$ cat src/rtl/cmos_pkg.sv
// rtl/cmos_pkg.sv - shared types and constants for the camera pixel packer
// Contents:
//   state_t        capture state machine encoding
//   BYTES_PER_WORD camera bytes per 32-bit output word
//   LINE_CNT_W     width of the completed-line counter
//   byte_cnt_w()   width of a per-line byte counter covering 0..2*h_active
package cmos_pkg;

    typedef enum logic [2:0] {
        ST_IDLE,
        ST_SKIP,
        ST_SYNC,
        ST_ACTIVE,
        ST_VBLANK
    } state_t;

    localparam int BYTES_PER_WORD = 4;
    localparam int LINE_CNT_W     = 12;

    function automatic int byte_cnt_w(input int h_active);
        return $clog2(2 * h_active + 1);
    endfunction

endpackage

$ cat src/rtl/cmos_pixel_packer_if.sv
// rtl/cmos_pixel_packer_if.sv - camera byte stream in, DDR write word out
// Signals:
//   cmos_vsync  frame sync, high during vertical blanking
//   cmos_href   line valid, high during active bytes
//   cmos_d      camera byte
//   ddr_wren    one-cycle write strobe for ddr_data
//   ddr_data    [31:16] earlier pixel, [15:0] later pixel
// Modports:
//   master  camera/DDR environment side
//   slave   packer side
interface cmos_pixel_packer_if;

    logic        cmos_vsync;
    logic        cmos_href;
    logic [7:0]  cmos_d;
    logic        ddr_wren;
    logic [31:0] ddr_data;

    modport master (
        output cmos_vsync,
        output cmos_href,
        output cmos_d,
        input  ddr_wren,
        input  ddr_data
    );

    modport slave (
        input  cmos_vsync,
        input  cmos_href,
        input  cmos_d,
        output ddr_wren,
        output ddr_data
    );

endinterface

$ cat src/rtl/cmos_input_sync.sv
// rtl/cmos_input_sync.sv - stage-1 camera input registers and edge pulses
// Ports:
//   clk, rst_n             pixel clock, synchronous active-low reset
//   cmos_vsync/href/d      raw camera inputs
//   href_s, data_s         stage-1 registered href and byte
//   vsync_rise/vsync_fall  vsync edges seen between stage 1 and its delayed copy
//   href_fall              href falling edge, same alignment
module cmos_input_sync (
    input  logic       clk,
    input  logic       rst_n,
    input  logic       cmos_vsync,
    input  logic       cmos_href,
    input  logic [7:0] cmos_d,
    output logic       href_s,
    output logic [7:0] data_s,
    output logic       vsync_rise,
    output logic       vsync_fall,
    output logic       href_fall
);

    logic vsync_s;
    logic vsync_d;
    logic href_d;

    always_ff @(posedge clk) begin
        if (!rst_n) begin
            vsync_s <= 1'b0;
            href_s  <= 1'b0;
            data_s  <= 8'h00;
            vsync_d <= 1'b0;
            href_d  <= 1'b0;
        end else begin
            vsync_s <= cmos_vsync;
            href_s  <= cmos_href;
            data_s  <= cmos_d;
            vsync_d <= vsync_s;
            href_d  <= href_s;
        end
    end

    assign vsync_rise = vsync_s & ~vsync_d;
    assign vsync_fall = ~vsync_s & vsync_d;
    assign href_fall  = ~href_s & href_d;

endmodule

$ cat src/rtl/cmos_pixel_packer.sv
// rtl/cmos_pixel_packer.sv - packs OV5640 RGB565 bytes into 32-bit DDR words
// Ports:
//   clk, rst_n    camera pixel clock, synchronous active-low reset
//   init_done     DDR and camera configuration complete (level)
//   bus           camera stream in, ddr_wren/ddr_data out
//   frame_start   pulse when a captured frame begins
//   frame_done    pulse when a captured frame ends
//   frame_err     geometry status of the last completed frame (held)
//   line_cnt      lines completed in the current frame
module cmos_pixel_packer
    import cmos_pkg::*;
#(
    parameter int H_ACTIVE    = 1024,
    parameter int V_ACTIVE    = 768,
    parameter int SKIP_FRAMES = 10,
    parameter int BYTE_SWAP   = 0
) (
    input  logic                  clk,
    input  logic                  rst_n,
    input  logic                  init_done,
    cmos_pixel_packer_if.slave    bus,
    output logic                  frame_start,
    output logic                  frame_done,
    output logic                  frame_err,
    output logic [LINE_CNT_W-1:0] line_cnt
);

    localparam int BC_W   = byte_cnt_w(H_ACTIVE);
    localparam int SKIP_W = $clog2(SKIP_FRAMES + 2);

    localparam logic [BC_W-1:0]       LINE_BYTES = BC_W'(2 * H_ACTIVE);
    localparam logic [LINE_CNT_W-1:0] LINES      = LINE_CNT_W'(V_ACTIVE);
    localparam logic [SKIP_W-1:0]     SKIP_LAST  = SKIP_W'(SKIP_FRAMES);
    localparam logic [1:0]            LAST_PHASE = 2'(BYTES_PER_WORD - 1);
    // Swapping the two bytes of each pixel is the same as flipping bit 0
    // of the lane index.
    localparam logic [1:0]            LANE_XOR   = (BYTE_SWAP != 0) ? 2'b01 : 2'b00;

    logic       href_s;
    logic [7:0] data_s;
    logic       vsync_rise;
    logic       vsync_fall;
    logic       href_fall;

    cmos_input_sync u_sync (
        .clk        (clk),
        .rst_n      (rst_n),
        .cmos_vsync (bus.cmos_vsync),
        .cmos_href  (bus.cmos_href),
        .cmos_d     (bus.cmos_d),
        .href_s     (href_s),
        .data_s     (data_s),
        .vsync_rise (vsync_rise),
        .vsync_fall (vsync_fall),
        .href_fall  (href_fall)
    );

    state_t                state;
    state_t                state_n;
    logic [SKIP_W-1:0]     skip_cnt;
    logic [1:0]            phase;
    logic [BC_W-1:0]       byte_cnt;
    logic [31:0]           acc;
    logic                  word_rdy;
    logic                  err_flag;

    logic                  take_byte;
    logic                  keep_byte;
    logic                  line_end;
    logic                  trunc;
    logic                  line_full;
    logic                  lines_full;
    logic                  err_set;
    logic                  start_n;
    logic                  done_n;
    logic [1:0]            slot;
    logic [31:0]           acc_n;
    logic [LINE_CNT_W-1:0] line_cnt_n;

    always_comb begin
        state_n = state;
        case (state)
            ST_IDLE:   if (init_done) state_n = (SKIP_FRAMES > 0) ? ST_SKIP : ST_SYNC;
            ST_SKIP:   if (vsync_rise && (skip_cnt + 1'b1 == SKIP_LAST)) state_n = ST_SYNC;
            ST_SYNC:   if (vsync_fall) state_n = ST_ACTIVE;
            ST_ACTIVE: if (vsync_rise) state_n = ST_VBLANK;
            ST_VBLANK: if (vsync_fall) state_n = ST_ACTIVE;
            default:   state_n = ST_IDLE;
        endcase
        if (!init_done) state_n = ST_IDLE;
    end

    always_comb begin
        lines_full = (line_cnt == LINES);
        line_full  = (byte_cnt == LINE_BYTES);
        // A vsync rise with href still high truncates the line: that byte is
        // not packed and the partial word is abandoned.
        take_byte  = (state == ST_ACTIVE) && href_s && !vsync_rise;
        keep_byte  = take_byte && !lines_full && !line_full;
        line_end   = (state == ST_ACTIVE) && href_fall;
        trunc      = (state == ST_ACTIVE) && href_s && vsync_rise;
        err_set    = (take_byte && (lines_full || line_full))
                   || (line_end && !line_full)
                   || trunc;
        line_cnt_n = (line_end && !lines_full) ? line_cnt + 1'b1 : line_cnt;
        start_n    = (state_n == ST_ACTIVE) && (state != ST_ACTIVE);
        done_n     = (state == ST_ACTIVE) && (state_n == ST_VBLANK);
        slot       = ~(phase ^ LANE_XOR);
        acc_n      = acc;
        acc_n[{slot, 3'b000} +: 8] = data_s;
    end

    always_ff @(posedge clk) begin
        if (!rst_n) begin
            state        <= ST_IDLE;
            skip_cnt     <= '0;
            phase        <= 2'd0;
            byte_cnt     <= '0;
            acc          <= 32'h0;
            word_rdy     <= 1'b0;
            err_flag     <= 1'b0;
            line_cnt     <= '0;
            bus.ddr_wren <= 1'b0;
            bus.ddr_data <= 32'h0;
            frame_start  <= 1'b0;
            frame_done   <= 1'b0;
            frame_err    <= 1'b0;
        end else begin
            state        <= state_n;
            frame_start  <= 1'b0;
            frame_done   <= 1'b0;
            word_rdy     <= 1'b0;
            // Completed words leave one cycle after assembly.
            bus.ddr_wren <= word_rdy;
            if (word_rdy) bus.ddr_data <= acc;

            if (!init_done) begin
                bus.ddr_wren <= 1'b0;
                skip_cnt     <= '0;
                phase        <= 2'd0;
                byte_cnt     <= '0;
                err_flag     <= 1'b0;
                line_cnt     <= '0;
            end else begin
                if (state == ST_SKIP && vsync_rise) skip_cnt <= skip_cnt + 1'b1;

                if (start_n) begin
                    frame_start <= 1'b1;
                    err_flag    <= 1'b0;
                    line_cnt    <= '0;
                    phase       <= 2'd0;
                    byte_cnt    <= '0;
                end

                if (keep_byte) begin
                    acc      <= acc_n;
                    phase    <= phase + 1'b1;
                    byte_cnt <= byte_cnt + 1'b1;
                    word_rdy <= (phase == LAST_PHASE);
                end

                if (line_end || trunc) begin
                    phase    <= 2'd0;
                    byte_cnt <= '0;
                    line_cnt <= line_cnt_n;
                end

                if (err_set) err_flag <= 1'b1;

                if (done_n) begin
                    frame_done <= 1'b1;
                    frame_err  <= err_flag || err_set || (line_cnt_n != LINES);
                end
            end
        end
    end

endmodule

$ cat src/flat_wrapper.sv
// flat-port wrapper written by rule: the top's interface ports become plain ports
module cmos_pixel_packer_flat import cmos_pkg::*;
#(
    parameter int H_ACTIVE    = 1024,
    parameter int V_ACTIVE    = 768,
    parameter int SKIP_FRAMES = 10,
    parameter int BYTE_SWAP   = 0
)
  (clk, rst_n, init_done, frame_start, frame_done, frame_err, line_cnt, bus_cmos_vsync, bus_cmos_href, bus_cmos_d, bus_ddr_wren, bus_ddr_data);
  cmos_pixel_packer_if bus_i ();
  input  logic clk;
  input  logic rst_n;
  input  logic init_done;
  output logic frame_start;
  output logic frame_done;
  output logic frame_err;
  output logic [LINE_CNT_W-1:0] line_cnt;
  input wire logic [$bits(bus_i.cmos_vsync)-1:0] bus_cmos_vsync;
  input wire logic [$bits(bus_i.cmos_href)-1:0] bus_cmos_href;
  input wire logic [$bits(bus_i.cmos_d)-1:0] bus_cmos_d;
  output wire logic [$bits(bus_i.ddr_wren)-1:0] bus_ddr_wren;
  output wire logic [$bits(bus_i.ddr_data)-1:0] bus_ddr_data;
  assign bus_i.cmos_vsync = bus_cmos_vsync;
  assign bus_i.cmos_href = bus_cmos_href;
  assign bus_i.cmos_d = bus_cmos_d;
  assign bus_ddr_wren = bus_i.ddr_wren;
  assign bus_ddr_data = bus_i.ddr_data;
  cmos_pixel_packer #(.H_ACTIVE(H_ACTIVE), .V_ACTIVE(V_ACTIVE), .SKIP_FRAMES(SKIP_FRAMES), .BYTE_SWAP(BYTE_SWAP)) u_core (.clk(clk), .rst_n(rst_n), .init_done(init_done), .bus(bus_i), .frame_start(frame_start), .frame_done(frame_done), .frame_err(frame_err), .line_cnt(line_cnt));
endmodule
$ cat config.mk
export PLATFORM = sky130hd
export DESIGN_NAME = cmos_pixel_packer_flat
export DESIGN_NICKNAME = d
export VERILOG_FILES = /design/src/rtl/cmos_pkg.sv /design/src/rtl/cmos_pixel_packer_if.sv /design/src/rtl/cmos_input_sync.sv /design/src/rtl/cmos_pixel_packer.sv /design/src/flat_wrapper.sv
export SDC_FILE = /design/constraint.sdc
export NUM_CORES = 1
export LEC_CHECK = 0
export BUFFER_PORTS_ARGS = -buffer_cell sky130_fd_sc_hd__buf_4
export CORE_MARGIN = 2
export CORE_UTILIZATION = 45
export DETAILED_ROUTE_END_ITERATION = 6
export GPL_ROUTABILITY_DRIVEN = 0
export MAX_ROUTING_LAYER = met4
export PLACE_DENSITY = 0.66
export SLEW_MARGIN = 0
export SYNTH_ARGS = -nofsm -noshare
export SYNTH_HDL_FRONTEND = slang
export SYNTH_HIERARCHICAL = 1
export SYNTH_SLANG_ARGS = --single-unit
$ cat constraint.sdc
create_clock -name clk -period 2.5 [get_ports clk]
set_clock_uncertainty 0.2 [all_clocks]
set_input_delay 0.125 -clock clk [delete_from_list [all_inputs] [get_ports clk]]
set_output_delay 0.125 -clock clk [all_outputs]
set_load 0.01 [all_outputs]
==> results of run 1 <==
==> how the worst min path moves through the flow <==
stage	startpoint	endpoint	slack [ns]	depth (start not counted)
after floorplan	bus_cmos_d[3]	u_core/u_sync/data_s[3]	0.05	1
after CTS	bus_cmos_d[6]	u_core/u_sync/data_s[6]	0.25	3
final	u_core/acc[30]	u_core/acc[30]	0.26	2
after detailed placement	bus_cmos_d[6]	u_core/u_sync/data_s[6]	0.14	2
after global routing	bus_cmos_d[5]	u_core/u_sync/data_s[5]	0.27	3
after global placement	bus_cmos_d[6]	u_core/u_sync/data_s[6]	0.14	2
==> critical path, delay by kind of cell (launching register included) <==
family,cells,cell delay (ns)
simple gates,4,1.35
flops,1,0.32
fa+ha+maj,1,0.22
compound gates,1,0.14
buf+inv,1,0.06
==> cell usage after synthesis (2+ instances only) <==
cell      instances
dfxtp_1         115
mux2i_1          64
nand2_1          55
nand3_1          44
nor2b_1          36
o21ai_0          25
clkbuf_1         21
nor2_1           19
a21oi_1          15
inv_1            14
ha_1             11
and3_1           10
buf_2            10
xnor2_1           9
and2_2            8
a31oi_1           7
and2_1            7
nand4_1           7
nor3_1            6
a211oi_1          5
nand2b_1          5
nand3_2           5
nor4_1            5
or4_1             5
xor2_1            5
nor4b_1           4
a22o_1            3
and4_1            3
o31ai_1           3
a21o_1            2
a311oi_1          2
a41oi_1           2
and3b_1           2
buf_6             2
nand3b_1          2
nor3b_1           2
o21ba_2           2
==> sequential cells by signal, summed over array words and instances, names as in the netlist, 2 cells and up <==
| name | cells |
|---|---|
| u_core/byte_cnt | 12 |
| u_core/bus.ddr_data | 32 |
| u_core/acc | 32 |
| u_core/skip_cnt | 4 |
| u_core/phase | 2 |
| u_core/line_cnt | 12 |
| u_core/u_sync/data_s | 8 |
| u_core/state | 3 |
==> layer usage <==
| layer | wire (microns) | GRT usage, % |
|---|---|---|
| met1 | 5120 | 23.5 |
| met2 | 5580 | 31.1 |
| met3 | 472 | 4.79 |
| met5 | 0 | - |
| met4 | 167 | 7.33 |
==> area by class of cell <==
class	instances	area share, %
Inverter	14	0.804
Tap cell	143	2.74
Clock inverter	10	1.65
Clock buffer	22	7.10
Timing Repair Buffer	89	10.8
Multi-Input combinational cell	399	41.6
Sequential cell	115	35.2
==> power by group <==
part	switching [mW]	total [mW]	internal, mW
logic	0.0569	0.110	0.0532
registers	0.0166	1.86	1.85
clock network	0.820	2.33	1.51
total	0.893	4.30	3.41
==> through the flow <==
stage | cell area, sq um | std cells | worst slack (ns) | hold WS [ns]
after CTS | 6520 | 792 | 0.00786 | 0.247
after detailed placement | 5790 | 744 | 0.0296 | 0.142
after global routing | 6540 | 792 | 0.00564 | 0.270
after global placement | 5790 | 744 | 0.110 | 0.140
final | 6540 | 792 | 0.129 | 0.257
after floorplan | 5220 | 562 | 0.0627 | 0.0523
==> kinds of logic after synthesis <==
family                     share of synthesized area [%]
muxes                                               12.3
AOI/OAI and AO/OA                                   9.44
adders and majority gates                           2.64
buffers and inverters                               4.05
xor gates and xnor gates                            2.35
and+or+nand+nor                                     25.2
DFF                                                 44.1
==> what timing repair did <==
action | 4_1_cts | 5_1_grt
buffers inserted | 0 | 0
hold endpoints to repair | 19 | 0
resized for setup | 0 | 2
hold buffers | 16 | 0
endpoints found under the setup margin | 0 | 32
==> results.md, run 1 <==
* Status: finished clean
* Tcrit/Tclk final at 94.8%
* Pin count of the biggest net entering global routing at 103
* Initial Util at between 40% and 50%
* Cell Pwr Density at between 600 and 700 mW/mm^2
* CP Max Fanout at 5
* Port bufs at 60
* Reg2reg path depth at 7
* Worst Path Required at about 2.7 ns
* Async set-or-reset flop fraction in the synthesized netlist at 0%
* Nets at 660
* Critical Path AT at between 2 and 3 ns
* Final setup TNS at 0 ns
* Yosys top cell area share at 44.1%
* ANT cells at 0
* Initial antenna violation count at 0
* Worst Hold Class: flip-flop to flip-flop
* # rows at 39
* Post-Syn Nets at 586
* Setup crit end: u_core/byte_cnt[11]
* Mean Syn Cell Area at 9.29 sq um
* Maximum buffer depth of the clock tree at 2
* Via density at roughly 5.3
* Worst R2R End: u_core/byte_cnt[11]
* I/O pins at between 60 and 70
* Yosys reg bits at approximately 120
* H-tree levels at 4
* Storage cell area at around 0.0023 sq mm
* Core ar. at 0.0114 sq mm
* Crit Path Class: flip-flop to flip-flop
* CTS tree: done
* Number of global-route vias before repair at 4,003
* Footprint of the multi-input gates at 0.00272 sq mm
* First-pass GRT wire length at 19,000 microns
* Crit-path max cell delay at 0.51 ns
* Clk root buf: clkbuf_16
* Max Slew Vio Count at 0
* Endpoints failing hold at 0
* Die X at approximately 110 microns
* Area grow syn2layout at 25.2%
* Number of synthesized flops with an enable pin at 0
* Antenna viol nets, final at 0
* Main synth FF type: dfxtp_1
* All-Layer GR Usage at 19.3%
* Clk sink count at between 100 and 150
* Min Tclk post-route at around 2.4 ns
* Seq/Total Area, Yosys at ~44%
* Synth unique cells at 57
* Fmax at around 420 MHz
* Fill cells at about 1,000
* Commonest non-fill, non-tap cells in the layout: dfxtp_1, buf_4, mux2i_1
* Max-slew headroom at a little over two fifths
* Final Util at 57.5%
* CP cell instances: inv_1 > ha_1 > nor4b_1 > and3_1 > or3_4 > or4_1 > a21oi_1
* Total chip power at 4.30 mW
* Final setup fails at 0
* FF-to-FF setup slack at ~0.13 ns
* CP max-delay cell: or4_1
* Post-synth top area cell: dfxtp_1
* Synth warn at 6
* Mapped Cells at 562
* Num CTS Buffers at 17
* Commonest non-fill, non-tap cell in the layout: dfxtp_1
* # Max-Cap Violations at 0
* Average wire per cell in the routed design at between 10 and 15 microns
* Maximum vdd drop at approximately 0.44 mV
* Die area at 0.0125 sq mm
* Worst reg2reg startpoint: u_core/line_cnt[0]
* Router iterations before antenna repair at 5
* Startpoint Class: flip-flop
* HPWL after DPL at 7520 microns
* Crit. End Element: flip-flop
* RSZ-0062 raised after global routing: false
* Setup crit start: u_core/line_cnt[0]
* Worst slew pin tran at 0.855 ns
* DRC Markers at 0
* Worst skew pair latency at a little over 0.4 ns
* Drt initial violations at 218
* Vias at roughly 4,200
* Layout cell share with drive strength beyond 1 at 19.3%
* Clk slew on worst S/H paths at ~0.050 ns
* Remaining global-route overflow at 0
* Leak at 2.64 nW
* Die Span Y at approximately 110 microns
* Post-synth design cell area at 0.00522 sq mm
* Ranking of synthesized cells by area: dfxtp_1, mux2i_1, nor2b_1, nand3_1, nand2_1
* Routed wire length at around 11,000 microns
Note: power is estimated with default switching activity, not from simulation.
==> run 2, diff against run 1 <==
--- a/config.mk
+++ b/config.mk
@@ -6,12 +6,15 @@
 export NUM_CORES = 1
 export LEC_CHECK = 0
 export BUFFER_PORTS_ARGS = -buffer_cell sky130_fd_sc_hd__buf_4
+export CELL_PAD_IN_SITES_DETAIL_PLACEMENT = 0
+export CELL_PAD_IN_SITES_GLOBAL_PLACEMENT = 1
+export CORE_ASPECT_RATIO = 1.2
 export CORE_MARGIN = 2
-export CORE_UTILIZATION = 45
+export CORE_UTILIZATION = 40
 export DETAILED_ROUTE_END_ITERATION = 6
 export GPL_ROUTABILITY_DRIVEN = 0
 export MAX_ROUTING_LAYER = met4
-export PLACE_DENSITY = 0.66
+export PLACE_DENSITY = 0.74
 export SLEW_MARGIN = 0
 export SYNTH_ARGS = -nofsm -noshare
 export SYNTH_HDL_FRONTEND = slang
==> results.md, run 2 (synthesized netlist as in run 1, its figures left out) <==
* Status: finished clean
* Die Span Y at approximately 130 microns
* Reg2reg path depth at 7
* CP max-delay cell: nor4_1
* Vias at 4,266
* Worst reg2reg startpoint: u_core/line_cnt[3]
* Endpoints failing hold at 0
* Via density at around 5.2
* Crit Path Class: flip-flop to flip-flop
* Worst hold path startpoint: u_core/acc[22]
* Crit path buf inv count at 2
* Maximum vdd drop at roughly 0.46 mV
* Core ar. at roughly 0.013 sq mm
* Min Tclk post-route at approximately 2.4 ns
* # rows at 45
* Commonest non-fill, non-tap cells in the layout: dfxtp_1, buf_4, mux2i_1
* I/O pins at 61
* Commonest non-fill, non-tap cell in the layout: dfxtp_1
* Nets at 663
* Cell with the most instances on the worst path: buf_4
* Drt initial violations at 280
* Pin count of the biggest net entering global routing at between 100 and 150
* Fmax at around 420 MHz
* Die X at around 110 microns
* Maximum buffer depth of the clock tree at 2
* Top Registers: u_core/acc: 32 flops, u_core/bus.ddr_data: 32 flops
* Crit. End Element: flip-flop
* Number of global-route vias before repair at around 4,000
* Routed wire length at between 10,000 and 15,000 microns
* Clk sink count at roughly 120
* CP top delay family: simple AND/OR/NAND/NOR gates
* Hold path depth at 2
* Router iterations before antenna repair at 4
* Cell Pwr Density at between 600 and 700 mW/mm^2
* CTS tree: done
* Worst skew pair latency at roughly 0.4 ns
* CP Max Fanout at 17
* Max Slew Vio Count at 0
* Worst Hold Class: flip-flop to flip-flop
* RSZ-0062 raised after global routing: false
* Fill cells at ~1,200
* Max-slew headroom at about two fifths
* Crit-path max cell delay at approximately 0.59 ns
* Clk slew on worst S/H paths at approximately 0.050 ns
* Initial antenna violation count at 0
* CP cell instances: nor4_1 > and3_1 > buf_4 > nor4b_4 > buf_4 > a41oi_1 > a31oi_1
* FF-to-FF setup slack at roughly 0.14 ns
* Clk root buf: clkbuf_16
* Tcrit/Tclk final at between 90% and 100%
* Worst Path Required at about 2.6 ns
* Worst R2R End: u_core/byte_cnt[9]
* Leak at 2.68 nW
* Antenna viol nets, final at 0
* Initial Util at 41.0%
* Footprint of the multi-input gates at around 0.0027 sq mm
* Layout cell share with drive strength beyond 1 at 20.3%
* Area grow syn2layout at 26.7%
* DRC Markers at 0
* ANT cells at 0
* Critical Path AT at 2.42 ns
* HPWL after DPL at between 8000 and 9000 microns
* Worst slew pin tran at 0.915 ns
* Num CTS Buffers at 17
* Die area at about 0.014 sq mm
* Startpoint Class: flip-flop
* Port bufs at 60
* # Max-Cap Violations at 0
* First-pass GRT wire length at ~20,000 microns
* Remaining global-route overflow at 0
* H-tree levels at 4
* Storage cell area at approximately 0.0023 sq mm
* Final setup TNS at 0 ns
* Worst hold margin at 0.258 ns
* Average wire per cell in the routed design at about 15 microns
* Worst Hold End: u_core/acc[22]
* Final setup fails at 0
* All-Layer GR Usage at a little under a fifth
[run 2: changes by cell type in the layout (fill, tap and decap cells not counted), moves of 2 or more]
cell,before,now
clkinv_2,5,2
buf_4,73,80
dlygate4sd3_1,16,12
bufinv_16,2,4
[run 2: worst min-delay path, stage by stage, from the launching register on]
cell	delay (ns)
dfxtp_1	0.30
nand2_1	0.05
mux2i_1	0.05
[run 2: what timing repair did]
item / in CTS / in global routing
buffers inserted: 0 / 0
setup endpoints to repair: 0 / 40
hold buffers: 12 / 0
hold endpoints to repair: 12 / 0
gates resized for setup: 0 / 3
[run 2: power by group]
group	internal [mW]	switching [mW]	leakage (nW)
registers	1.85	0.0158	0.930
clock network	1.71	0.798	0.296
logic	0.0503	0.0577	1.45
total	3.61	0.872	2.68
[run 2: worst max-delay path by stage]
| stage | startpoint | end | slack (ns) | cells past startpoint |
|---|---|---|---|---|
| finish | u_core/line_cnt[3] | u_core/byte_cnt[9] | 0.14 | 7 |
| global placement | u_core/line_cnt[1] | u_core/acc[30] | 0.05 | 7 |
| floorplan | u_core/line_cnt[0] | u_core/byte_cnt[11] | 0.06 | 8 |
| global route | u_core/line_cnt[1] | u_core/byte_cnt[11] | 0.01 | 7 |
| detailed placement | u_core/line_cnt[1] | u_core/acc[26] | 0.05 | 7 |
| CTS | u_core/line_cnt[1] | u_core/acc[25] | 0.02 | 7 |
[run 2: area by class of cell]
type	instances	share of cell area, %
Clock buffer	22	7.01
Clock inverter	9	2.33
Inverter	14	0.794
Multi-Input combinational cell	399	41.0
Sequential cell	115	34.8
Tap cell	164	3.10
Timing Repair Buffer	92	10.9
[run 2: layer usage]
| layer | vias to the layer above | track usage, % | part of all wire (%) |
|---|---|---|---|
| met4 | 0 | 7.69 | 0.97 |
| met2 | 92 | 29.7 | 50 |
| met1 | 2018 | 22.3 | 46 |
| met5 | - | - | 0 |
| met3 | 10 | 4.18 | 3.6 |
| li1 | 2146 | - | - |
[run 2: stage by stage]
step / power, mW / std cells / area, sq um / setup slack [ns] / utilization [%]
after floorplan: 1.96 / 562 / 5220 / 0.0627 / -
after global placement: 1.99 / 772 / 5870 / 0.0468 / 46.1
after detailed placement: 1.99 / 772 / 5870 / 0.0470 / 46.1
after CTS: 4.54 / 815 / 6610 / 0.0243 / 51.9
after global routing: 4.65 / 815 / 6620 / 0.0137 / 52.0
final: 4.48 / 815 / 6620 / 0.145 / 52.0
==> run 3, diff against run 2 <==
--- a/config.mk
+++ b/config.mk
@@ -5,7 +5,7 @@
 export SDC_FILE = /design/constraint.sdc
 export NUM_CORES = 1
 export LEC_CHECK = 0
-export BUFFER_PORTS_ARGS = -buffer_cell sky130_fd_sc_hd__buf_4
+export BUFFER_PORTS_ARGS = -buffer_cell sky130_fd_sc_hd__buf_2
 export CELL_PAD_IN_SITES_DETAIL_PLACEMENT = 0
 export CELL_PAD_IN_SITES_GLOBAL_PLACEMENT = 1
 export CORE_ASPECT_RATIO = 1.2
==> results.md, run 3 (synthesized netlist as in run 1, its figures left out) <==
* Worst Slack Setup Final at 0.109 ns
* Antenna viol nets, final at 0
* Die X at about 110 microns
* Worst Path Required at about 2.6 ns
* Clk slew on worst S/H paths at 0.05 ns
* Cell Pwr Density at about 700 mW/mm^2
* Core ar. at 0.0127 sq mm
* Critical Path AT at approximately 2.5 ns
* RSZ-0062 raised after global routing: false
* Tcrit/Tclk final at a little over nine tenths
* First-pass GRT wire length at ~20,000 microns
* Crit-path max cell delay at ~0.5 ns
* Top Registers: u_core/acc: 32 flops, u_core/bus.ddr_data: 32 flops
* CP max-delay cell: or4_1
* # Max-Cap Violations at 0
* Initial antenna violation count at 0
* Layout cell share with drive strength beyond 1 at around a fifth
* Vias at about 4,300
* CTS tree: done
* Maximum vdd drop at about 0.42 mV
* Worst slew pin tran at just under 0.9 ns
* H-tree levels at 4
* Pin count of the biggest net entering global routing at 108
* Endpoints failing hold at 0
* Final setup TNS at 0 ns
* Min Tclk post-route at between 2 and 2.5 ns
* Nets at about 660
* Total chip power at 4.43 mW
* Startpoint Class: flip-flop
* Area grow syn2layout at 23.9%
* Fill cells at roughly 1,200
* Maximum buffer depth of the clock tree at 2
* Average wire per cell in the routed design at 14.7 microns
* Crit Path Class: flip-flop to flip-flop
* Final setup fails at 0
* Clk root buf: clkbuf_16
* Dpl ws at between 0.04 and 0.05 ns
* Fmax at 418 MHz
* Initial Util at 41.0%
* Worst skew pair latency at 0.40 ns
* Die area at ~0.014 sq mm
* Num CTS Buffers at 17
* Crit. End Element: flip-flop
* CP Max Fanout at 5
* Router iterations before antenna repair at 6
* Final Non-Filler Cells at 816
* ANT cells at 0
* Worst Hold Class: flip-flop to flip-flop
* Commonest non-fill, non-tap cell in the layout: dfxtp_1
* # rows at 45
* Leak at 2.66 nW
* Port bufs at 60
* Via density at about 5.3
* Max Slew Vio Count at 0
* Status: finished clean
* Number of global-route vias before repair at roughly 4,100
* Max-slew headroom at a little over two fifths
* HPWL after DPL at approximately 8100 microns
* I/O pins at 61
* CP cell instances: inv_1 > ha_1 > nor4b_1 > and3_1 > or3_4 > or4_1 > a21oi_1
* Post-Place Cells at between 700 and 800
* Drt initial violations at ~300
* Clk sink count at between 100 and 150
* Remaining global-route overflow at 0
* DRC Markers at 0
* Routed wire length at about 12,000 microns
* All-Layer GR Usage at around 18%
* Die Span Y at approximately 130 microns
* Commonest non-fill, non-tap cells in the layout: dfxtp_1, mux2i_1, buf_2
-- run 3: cell count changes in the layout (fill, tap and decap cells not counted) --
cell           delta
dlygate4sd3_1     +1
nor4_1            -1
dfxtp_2           -1
dfxtp_1           +1
bufinv_16         -1
clkbuf_1          -2
inv_6             +1
buf_2            +60
clkinvlp_4        +3
buf_4            -61
nor4_2            +1
-- run 3: path summary, 6_finish.rpt --
| check | slack (ns) | cells after the start | startpoint | to |
|---|---|---|---|---|
| setup / recovery | 0.11 | 7 | u_core/line_cnt[0] | u_core/byte_cnt[11] |
| setup reg to reg | 0.11 | 7 | u_core/line_cnt[0] | u_core/byte_cnt[11] |
| hold / removal | 0.26 | 2 | u_core/acc[16] | u_core/acc[16] |
| hold reg to reg | 0.26 | 2 | u_core/acc[16] | u_core/acc[16] |
-- run 3: worst max-delay path: cells and delay by family, from the launching register on --
family,cells,cell delay (ns)
DFF,1,0.33
and+or+nand+nor,4,1.36
adders and majority gates,1,0.22
AOI/OAI and AO/OA,1,0.15
buffers and inverters,1,0.06
-- run 3: routing by layer --
layer | part of all wire [%] | vias up | routed length (microns) | GRT usage [%]
li1 | - | 2145 | - | -
met1 | 45 | 2023 | 5360 | 21.8
met2 | 49 | 102 | 5930 | 29.9
met3 | 4.1 | 18 | 488 | 4.28
met4 | 1.7 | 0 | 205 | 7.54
met5 | 0 | - | 0 | -
-- run 3: repair_timing --
action | 4_1_cts | 5_1_grt
setup buffers | 0 | 0
setup endpoints to repair | 0 | 42
endpoints found under the hold margin | 13 | 0
hold buffers | 13 | 0
resized for setup | 0 | 3
-- run 3: stage by stage --
stage / utilization (%) / hold slack [ns] / area, sq um
after floorplan: - / 0.0523 / 5220
after global routing: 50.8 / 0.278 / 6470
after global placement: 44.9 / 0.139 / 5710
after CTS: 50.7 / 0.258 / 6450
final: 50.8 / 0.260 / 6470
after detailed placement: 44.9 / 0.144 / 5710
-- run 3: layout make-up --
class	count	area, sq um	share of cell area [%]
clock buffers	20	457	7.06
well taps	164	205	3.17
repair buffers	92	573	8.86
flip-flops and latches	115	2300	35.6
inverters	14	52.6	0.812
clock inverters	12	155	2.40
multi-input cells	399	2720	42.1
-- run 3: power breakdown --
group	switching, mW	internal (mW)
Sequential	0.0172	1.85
Combinational	0.0557	0.0461
Clock	0.842	1.62
